==> src/rtl/output_delta_buffer.sv <==
// Output-layer error stage: collects sigmoid activations, forms delta = act - label,
// buffers a full sample of deltas, replays them over a valid/ready port and reports argmax.
module output_delta_buffer #(
  parameter int fi        = 4,
  parameter int z         = 8,
  parameter int n         = 8,
  parameter int width     = 16,
  parameter int int_bits  = 5,
  parameter int frac_bits = 10
) (
  input  logic                         clk,
  input  logic                         reset_n,
  input  logic                         act_valid,
  output logic                         act_ready,
  input  logic [width*(z/fi)-1:0]      act_in_package,
  input  logic [n-1:0]                 ideal_in,
  output logic                         del_valid,
  input  logic                         del_ready,
  output logic [width*(z/fi)-1:0]      del_out_package,
  output logic                         pred_valid,
  output logic [$clog2(n)-1:0]         pred_class,
  output logic                         pred_correct
);

  localparam int L  = z / fi;
  localparam int C  = n / L;
  localparam int CW = (C > 1) ? $clog2(C) : 1;
  localparam int IW = $clog2(n);
  localparam logic [IW-1:0]  L_IW = IW'(L);
  localparam logic [CW-1:0]  LAST = CW'(C - 1);
  localparam logic [width:0] ONE  = {{width{1'b0}}, 1'b1} << frac_bits;

  if ((n % L) != 0 || width < frac_bits + 2 || int_bits + frac_bits + 1 > width) begin : g_bad_cfg
    $error("output_delta_buffer: inconsistent parameters");
  end

  typedef enum logic {FILL, DRAIN} state_t;

  state_t            state_q, state_d;
  logic [CW-1:0]     beat_q, beat_d;
  logic [CW-1:0]     drain_q, drain_d;
  logic [n-1:0]      label_q;
  logic [width-1:0]  delta_q [n];
  logic [width-1:0]  max_val_q, max_val_d;
  logic [IW-1:0]     max_idx_q, max_idx_d;
  logic              pred_valid_q;
  logic [IW-1:0]     pred_class_q;
  logic              pred_correct_q;

  logic              accept;
  logic              last_beat;
  logic [n-1:0]      label_eff;
  logic [width-1:0]  lane;
  logic [IW-1:0]     k;
  logic [width-1:0]  delta_lane [L];

  assign accept    = (state_q == FILL) && act_valid;
  assign last_beat = (beat_q == LAST);
  // Beat 0 carries the label, so it must be used combinationally on that beat.
  assign label_eff = (beat_q == '0) ? ideal_in : label_q;

  always_comb begin
    max_val_d = max_val_q;
    max_idx_d = max_idx_q;
    lane      = '0;
    k         = '0;
    for (int j = 0; j < L; j++) begin
      lane = act_in_package[j*width +: width];
      k    = IW'(beat_q) * L_IW + IW'(j);
      delta_lane[j] = width'({1'b0, lane} - (label_eff[k] ? ONE : '0));
      // Strictly greater keeps the lowest index on ties; beat 0 lane 0 seeds the max.
      if ((beat_q == '0 && j == 0) || lane > max_val_d) begin
        max_val_d = lane;
        max_idx_d = k;
      end
    end
  end

  always_comb begin
    state_d = state_q;
    beat_d  = beat_q;
    drain_d = drain_q;
    case (state_q)
      FILL: begin
        if (act_valid) begin
          if (last_beat) begin
            state_d = DRAIN;
            beat_d  = '0;
            drain_d = '0;
          end else begin
            beat_d = beat_q + CW'(1);
          end
        end
      end
      DRAIN: begin
        if (del_ready) begin
          if (drain_q == LAST) begin
            state_d = FILL;
            drain_d = '0;
          end else begin
            drain_d = drain_q + CW'(1);
          end
        end
      end
      default: state_d = FILL;
    endcase
  end

  always_ff @(posedge clk or negedge reset_n) begin
    if (!reset_n) begin
      state_q        <= FILL;
      beat_q         <= '0;
      drain_q        <= '0;
      label_q        <= '0;
      max_val_q      <= '0;
      max_idx_q      <= '0;
      pred_valid_q   <= 1'b0;
      pred_class_q   <= '0;
      pred_correct_q <= 1'b0;
      for (int i = 0; i < n; i++) delta_q[i] <= '0;
    end else begin
      state_q      <= state_d;
      beat_q       <= beat_d;
      drain_q      <= drain_d;
      pred_valid_q <= accept && last_beat;
      if (accept) begin
        if (beat_q == '0) label_q <= ideal_in;
        max_val_q <= max_val_d;
        max_idx_q <= max_idx_d;
        for (int j = 0; j < L; j++) delta_q[IW'(beat_q) * L_IW + IW'(j)] <= delta_lane[j];
        if (last_beat) begin
          pred_class_q   <= max_idx_d;
          pred_correct_q <= label_eff[max_idx_d];
        end
      end
    end
  end

  always_comb begin
    del_out_package = '0;
    if (state_q == DRAIN) begin
      for (int j = 0; j < L; j++)
        del_out_package[j*width +: width] = delta_q[IW'(drain_q) * L_IW + IW'(j)];
    end
  end

  assign act_ready    = (state_q == FILL);
  assign del_valid    = (state_q == DRAIN);
  assign pred_valid   = pred_valid_q;
  assign pred_class   = pred_class_q;
  assign pred_correct = pred_correct_q;

endmodule

==> config.mk <==
export PLATFORM = sky130hd
export DESIGN_NAME = output_delta_buffer
export DESIGN_NICKNAME = d
export VERILOG_FILES = /design/src/rtl/output_delta_buffer.sv
export SDC_FILE = /design/constraint.sdc
export NUM_CORES = 1
export LEC_CHECK = 0
export ABC_CLOCK_PERIOD_IN_PS = 4590
export CAP_MARGIN = 30
export CORE_ASPECT_RATIO = 1.4
export CORE_MARGIN = 10
export CORE_UTILIZATION = 45
export DETAILED_ROUTE_END_ITERATION = 16
export PLACE_DENSITY = 0.68
export SYNTH_ARGS = -nofsm -noshare
export SYNTH_HDL_FRONTEND = slang
export SYNTH_SLANG_ARGS = --single-unit
export TNS_END_PERCENT = 1
==> constraint.sdc <==
create_clock -name clk -period 4.59 [get_ports clk]
set_input_delay 0.918 -clock clk [delete_from_list [all_inputs] [get_ports clk]]
set_output_delay 0.918 -clock clk [all_outputs]
set_load 0.005 [all_outputs]
### Word-level counts from Yosys, hierarchy flattened

Index checks and enable logic that the tools add are counted.

| cells by class | value |
|---|---|
| $add $sub $neg | 6 |
| order comparisons | 11 |
| equal/unequal tests | 5 |
| multiplexer cells | 37 |
| bitwise gates (word level) | 5 |
| reductions and logical operators | 9 |

Operator list:

| operator | count |
|---|---|
| 128-bit bitwise mux | 2 |
| 16-bit two-way mux | 8 |
| 16-bit binary-select mux with 3-bit select | 2 |
| 16-bit demux with 3-bit select | 2 |
| 16-bit greater-than comparator | 2 |
| 32-bit two-way mux | 1 |
| 16-bit by 11-bit subtractor with 16-bit output | 2 |
| 11-bit two-way mux | 2 |
| 4-bit greater-or-equal comparator, second input constant | 4 |
| 3-bit inverter with 4-bit output | 4 |
| 3-bit by 4-bit less-than comparator with 1-bit output, second input constant | 3 |
| 2-bit two-way mux | 5 |
| 4-bit by 1-bit less-than comparator with 1-bit output, second input constant | 2 |
| 8-bit two-way mux | 1 |
| 1-bit two-way mux | 7 |
| 3-bit by 1-bit adder with 3-bit output, second input constant | 2 |
| 1-bit binary-select mux with 3-bit select | 2 |
| 3-bit two-way mux | 2 |
| 2-bit by 1-bit adder with 2-bit output, second input constant | 2 |
| 2-bit equality test, second input constant | 2 |
| 1-bit logical AND | 4 |
| 2-bit inequality test, second input constant | 2 |
| 2-bit case mux with 2 select lines | 1 |
| 2-bit AND reduction | 2 |
| 7 further kinds | 7 |

| word-level totals | value |
|---|---|
| bits in registers | 165 |
| output and inout port bits | 39 |

### Logic depth before layout (Yosys ltp)

| depth | value |
|---|---|
| depth after elaboration | 8 |
| depth in mapped cells | 22 |

### Worst setup path after synthesis

No wires, ideal clock.

| path | value |
|---|---|
| path kind | input port to flip-flop |
| start | input port act_in_package[15] |
| end | register pred_correct_q (netlist: pred_correct) |
| library setup time | 0.126 ns |
| arrival time | 4.903 ns |
| path slack | -0.439 ns |
| cell stages on the path | 16 |
| cells stage by stage | ha_1 -> nand4_4 -> nor4_4 -> nand4_4 -> a21oi_2 -> buf_6 -> mux2i_1 -> ha_1 -> a21oi_1 -> nand2_1 -> a221oi_1 -> o211ai_1 -> a221oi_2 -> mux2i_1 -> mux2_2 -> a221o_1 |

| between the ends | value |
|---|---|
| cells in the longest elaborated chain, start to end | 7 |
| elaborated cells between the ends (all ways) | 8 |

RTL lines:

| element | RTL line | text |
|---|---|---|
| from (decl) | 15 | `input logic [width*(z/fi)-1:0] act_in_package,` |
| 16-bit greater-than comparator | 72 | `if ((beat_q == '0 && j == 0) \|\| lane > max_val_d) begin` |
| 1-bit logical OR | 72 |  |
| 16-bit two-way mux | 72 |  |
| 16-bit greater-than comparator | 72 |  |
| 3-bit two-way mux (*) | 72 |  |
| 1-bit binary-select mux with 3-bit select (*) | 133 | `pred_correct_q <= label_eff[max_idx_d];` |
| 1-bit two-way mux (not written as such) (*) | 133 |  |
| to (signal assigned) | 133 |  |
| to (decl) | 48 | `logic pred_correct_q;` |

Every way passes the cells marked *; elsewhere a longest branch is shown, timed or not. The select of a mux whose other input is x is not followed.
A chain may end at the register's enable or synchronous reset.

### Worst setup path after layout

| path | value |
|---|---|
| start | input port act_in_package[4] |
| end | register pred_correct_q (netlist: pred_correct) |

Same word-level chain as after synthesis.

==> impl_metrics.ini <==
[grt]
largest_net_degree_at_the_start_of_global_routing = 105
grt_antenna_before_repair = 0
global_route.usage.total_pct = 18.42
grt_first_pass_wirelength_um = 36110
first_global_vias = 6707
gr-total-overflow = 0

[clock_tree]
clock_insertion_delay_worst_skew_ns = 0.43
clockBufferDepth = 2
cts_made_buffers = 17
cts_hold_buffers = 0
cts.reportedPaths.clkPinSlew_ns = 0.06
cts_num_sinks = 165
tritoncts = done
root_cell_of_the_clock_tree = clkbuf_16
htreeDepth = 4

[timing]
post-route-min-period_ns = 4.629
slew_violations = 0
hold_viol = 0
worst_slew_pin_slew_ns = 0.7199
worst_slew_margin_rel_pct = 52.01
worst_clock_skew_ns = 0.008532
layout_worst_path_cycle_share_pct = 100.9
grt_setup_unrepaired = yes
finalSetupViolations = 1
timing.final.ws_setup_ns = -0.03927
max_freq_ghz = 0.2160
fin_hold_ws_ns = 0.4542

[setup_path]
worst-path-buf-inv = 4
cpMostUsedCell = nand4_1
worstSetupStartpointType = primary input
required_ns = 4.90
crit_path_top_delay_cell = or4_4
ff2ff_setup_slack_ns = 0.07
path_delay_family = simple AND/OR/NAND/NOR gates
launch_point_of_the_worst_reg_to_reg_path = max_val_q[13]
worst-setup-path-type = in -> reg
critical_path_arrival_ns = 4.94
rr_endpoint = pred_correct
critPathCaptureType = flop
crit_path_cell_chain = buf_2, ha_4, nand4_1, nor4_4, buf_4, nand4_4, a21oi_4, buf_8, buf_6, mux2i_1, ha_1, nand4_1, or4_4, a221oi_4, mux2i_4, mux2_4, a221o_1
critPathMaxFanout = 7
timing.reg2reg.worst_path_depth = 17
critPathMaxStageDelay_ns = 0.59

[die]
fp.dieH_um = 183.7
floorplan_die_area_um2 = 25140
io_pins = 83
floorplan.rows = 59
die-width_um = 136.9
core_area_um2 = 18680
start_util_pct = 46.10

[place]
finalWeightedCongestion = 0.8667
detailed_place_hpwl_um = 15970
detailed_place.area_um2 = 10110
io_buffers = 82
place_ws_ns = -0.9684
dpl.cell_count = 1081

[pwr]
seq_power_share_pct = 33.0
leakage_nw = 4.746
clock_power_share_pct = 17.9
total_switching_power_w = 0.002673
pwr_density_cell_nw_per_um2 = 709.7
vdd_drop_max_mv = 0.2936
comb_power_share_pct = 49.2
switching_share_pct = 34.48
internal-power_w = 0.005078

[drt]
route.detailed.drc = 0
routedWlPerCell_um = 20.04
postRouteWirelength_um = 22490
final_antenna_net_count = 0
route.detailed.vias_per_inst = 5.579
detailedRoute.firstIterationViolations = 426
dr.pass1.iters = 5
count_of_vias_placed_by_the_detailed_router = 6260

[synth]
yosysWarningCount = 0
synth_nets = 832
synth_edf_count = 0
synth_ff_type = dfrtp_1
netlist-cell-type-count = 47
synthesis.area_per_instance_um2 = 11.53
async_set_reset_flop_share_out_of_synthesis_pct = 100.0
synth.ff_latch_count = 165
netlist_area_um2 = 8610
synth_seq_area_share_pct = 47.96
postSynthCellCount = 747

[finish]
count_of_inserted_antenna_diode_cells = 0
final_nets = 952
layoutNonFillerInstCount = 1122
area.growth.synth_to_final_pct = 26.84
fraction_of_final_layout_cells_sized_beyond_drive_strength_1_pct = 30.30
finalInstanceArea_um2 = 10920

[status]
failing_checks = negative setup slack
outcome = finished, violations left

[hold_path]
worst_hold_path_type = in -> async

[run]
cap_viol_max_count = 0
## Yosys cell counts (all sizes together), types with 7 or more instances
| cell | number | area [µm²] |
|---|---|---|
| a21oi | 14 | 73.82 |
| and2 | 36 | 225.2 |
| buf | 8 | 38.78 |
| clkbuf | 34 | 127.6 |
| dfrtp | 165 | 4129 |
| ha | 41 | 513.0 |
| inv | 27 | 101.4 |
| mux2 | 82 | 923.4 |
| mux2i | 16 | 160.2 |
| mux4 | 38 | 863.3 |
| nand2 | 127 | 476.7 |
| nand4 | 7 | 73.82 |
| nor2 | 7 | 28.78 |
| o21ai | 98 | 490.5 |
## worst max path at each step
stage	startpoint	to	cells past startpoint
finish	act_in_package[4]	pred_correct	17
global route	act_in_package[15]	pred_correct	19
CTS	act_in_package[10]	pred_correct	20
detailed placement	act_in_package[5]	pred_correct	20
global placement	act_in_package[5]	pred_correct	20
floorplan	act_in_package[6]	pred_correct	16
## registers in the layout, summed over array words and instances (netlist names)
register and flops:
label_q 8, max_idx_q 3, delta_q 128, pred_class 3, drain_q 2, pred_correct 1
beat_q 2, max_val_q 16, del_valid 1, pred_valid 1
## metrics by stage
stage | utilization (%) | TNS (ns) | power [W]
finish | 58.47 | -0.03927 | 0.007750
global route | 58.47 | -0.3205 | 0.008290
CTS | 57.68 | 0 | 0.007692
detailed placement | 54.14 | -14.47 | 0.006174
global placement | 54.14 | -12.48 | 0.005978
floorplan | - | -0.1652 | 0.004824
## area by class of cell
cell class / count / area, µm²
clock buffers: 25 / 505.5
clock inverters: 5 / 63.81
fillers: 1524 / 7756
inverters: 27 / 101.3
multi-input cells: 513 / 4529
flip-flops and latches: 165 / 4130
well taps: 244 / 305.3
repair buffers: 143 / 1285
## power groups by stage
stage,combinational (W),sequential (W),clock (W)
CTS,0.00374,0.00255,0.00140
global placement,0.00348,0.00250,0
floorplan,0.00241,0.00242,0
finish,0.00381,0.00255,0.00138
global route,0.00419,0.00264,0.00147
detailed placement,0.00360,0.00257,0
## metal layers
layer	routed length (µm)	part of all wire, %	global-route usage, %	vias up
met4	619	2.8	6.889	0
met2	12230	54	33.20	143
met1	8819	39	20.86	3193
met3	817	3.6	3.611	39
met5	0	0	0	-
li1	-	-	-	2885
## cells by family after synthesis
| group | after synthesis | synth area share (%) |
|---|---|---|
| compound gates | 129 | 8.386 |
| flops | 165 | 47.96 |
| fa+ha+maj | 41 | 5.958 |
| mux | 136 | 22.61 |
| xor+xnor | 8 | 0.8139 |
| simple gates | 199 | 11.16 |
| buf+inv | 69 | 3.110 |
## timing repair
action / in CTS / in global routing
pin swaps: 23 / 17
buffers inserted: 4 / 7
gates resized for setup: 69 / 21
endpoints found under the setup margin: 21 / 18
## layout by cell type, fill, tap and decap left out, types with 17 or more instances in the layout
| cell | Yosys | layout |
|---|---|---|
| mux4_2 | 36 | 36 |
| dfrtp_1 | 165 | 164 |
| nand2_1 | 127 | 124 |
| o21ai_0 | 97 | 95 |
| inv_1 | 27 | 26 |
| and2_1 | 36 | 36 |
| clkbuf_16 | 0 | 17 |
| buf_4 | 0 | 54 |
| clkdlybuf4s50_1 | 0 | 65 |
| ha_1 | 41 | 26 |
| mux2_2 | 82 | 81 |
No activity file was read; power rests on OpenSTA's default activity.
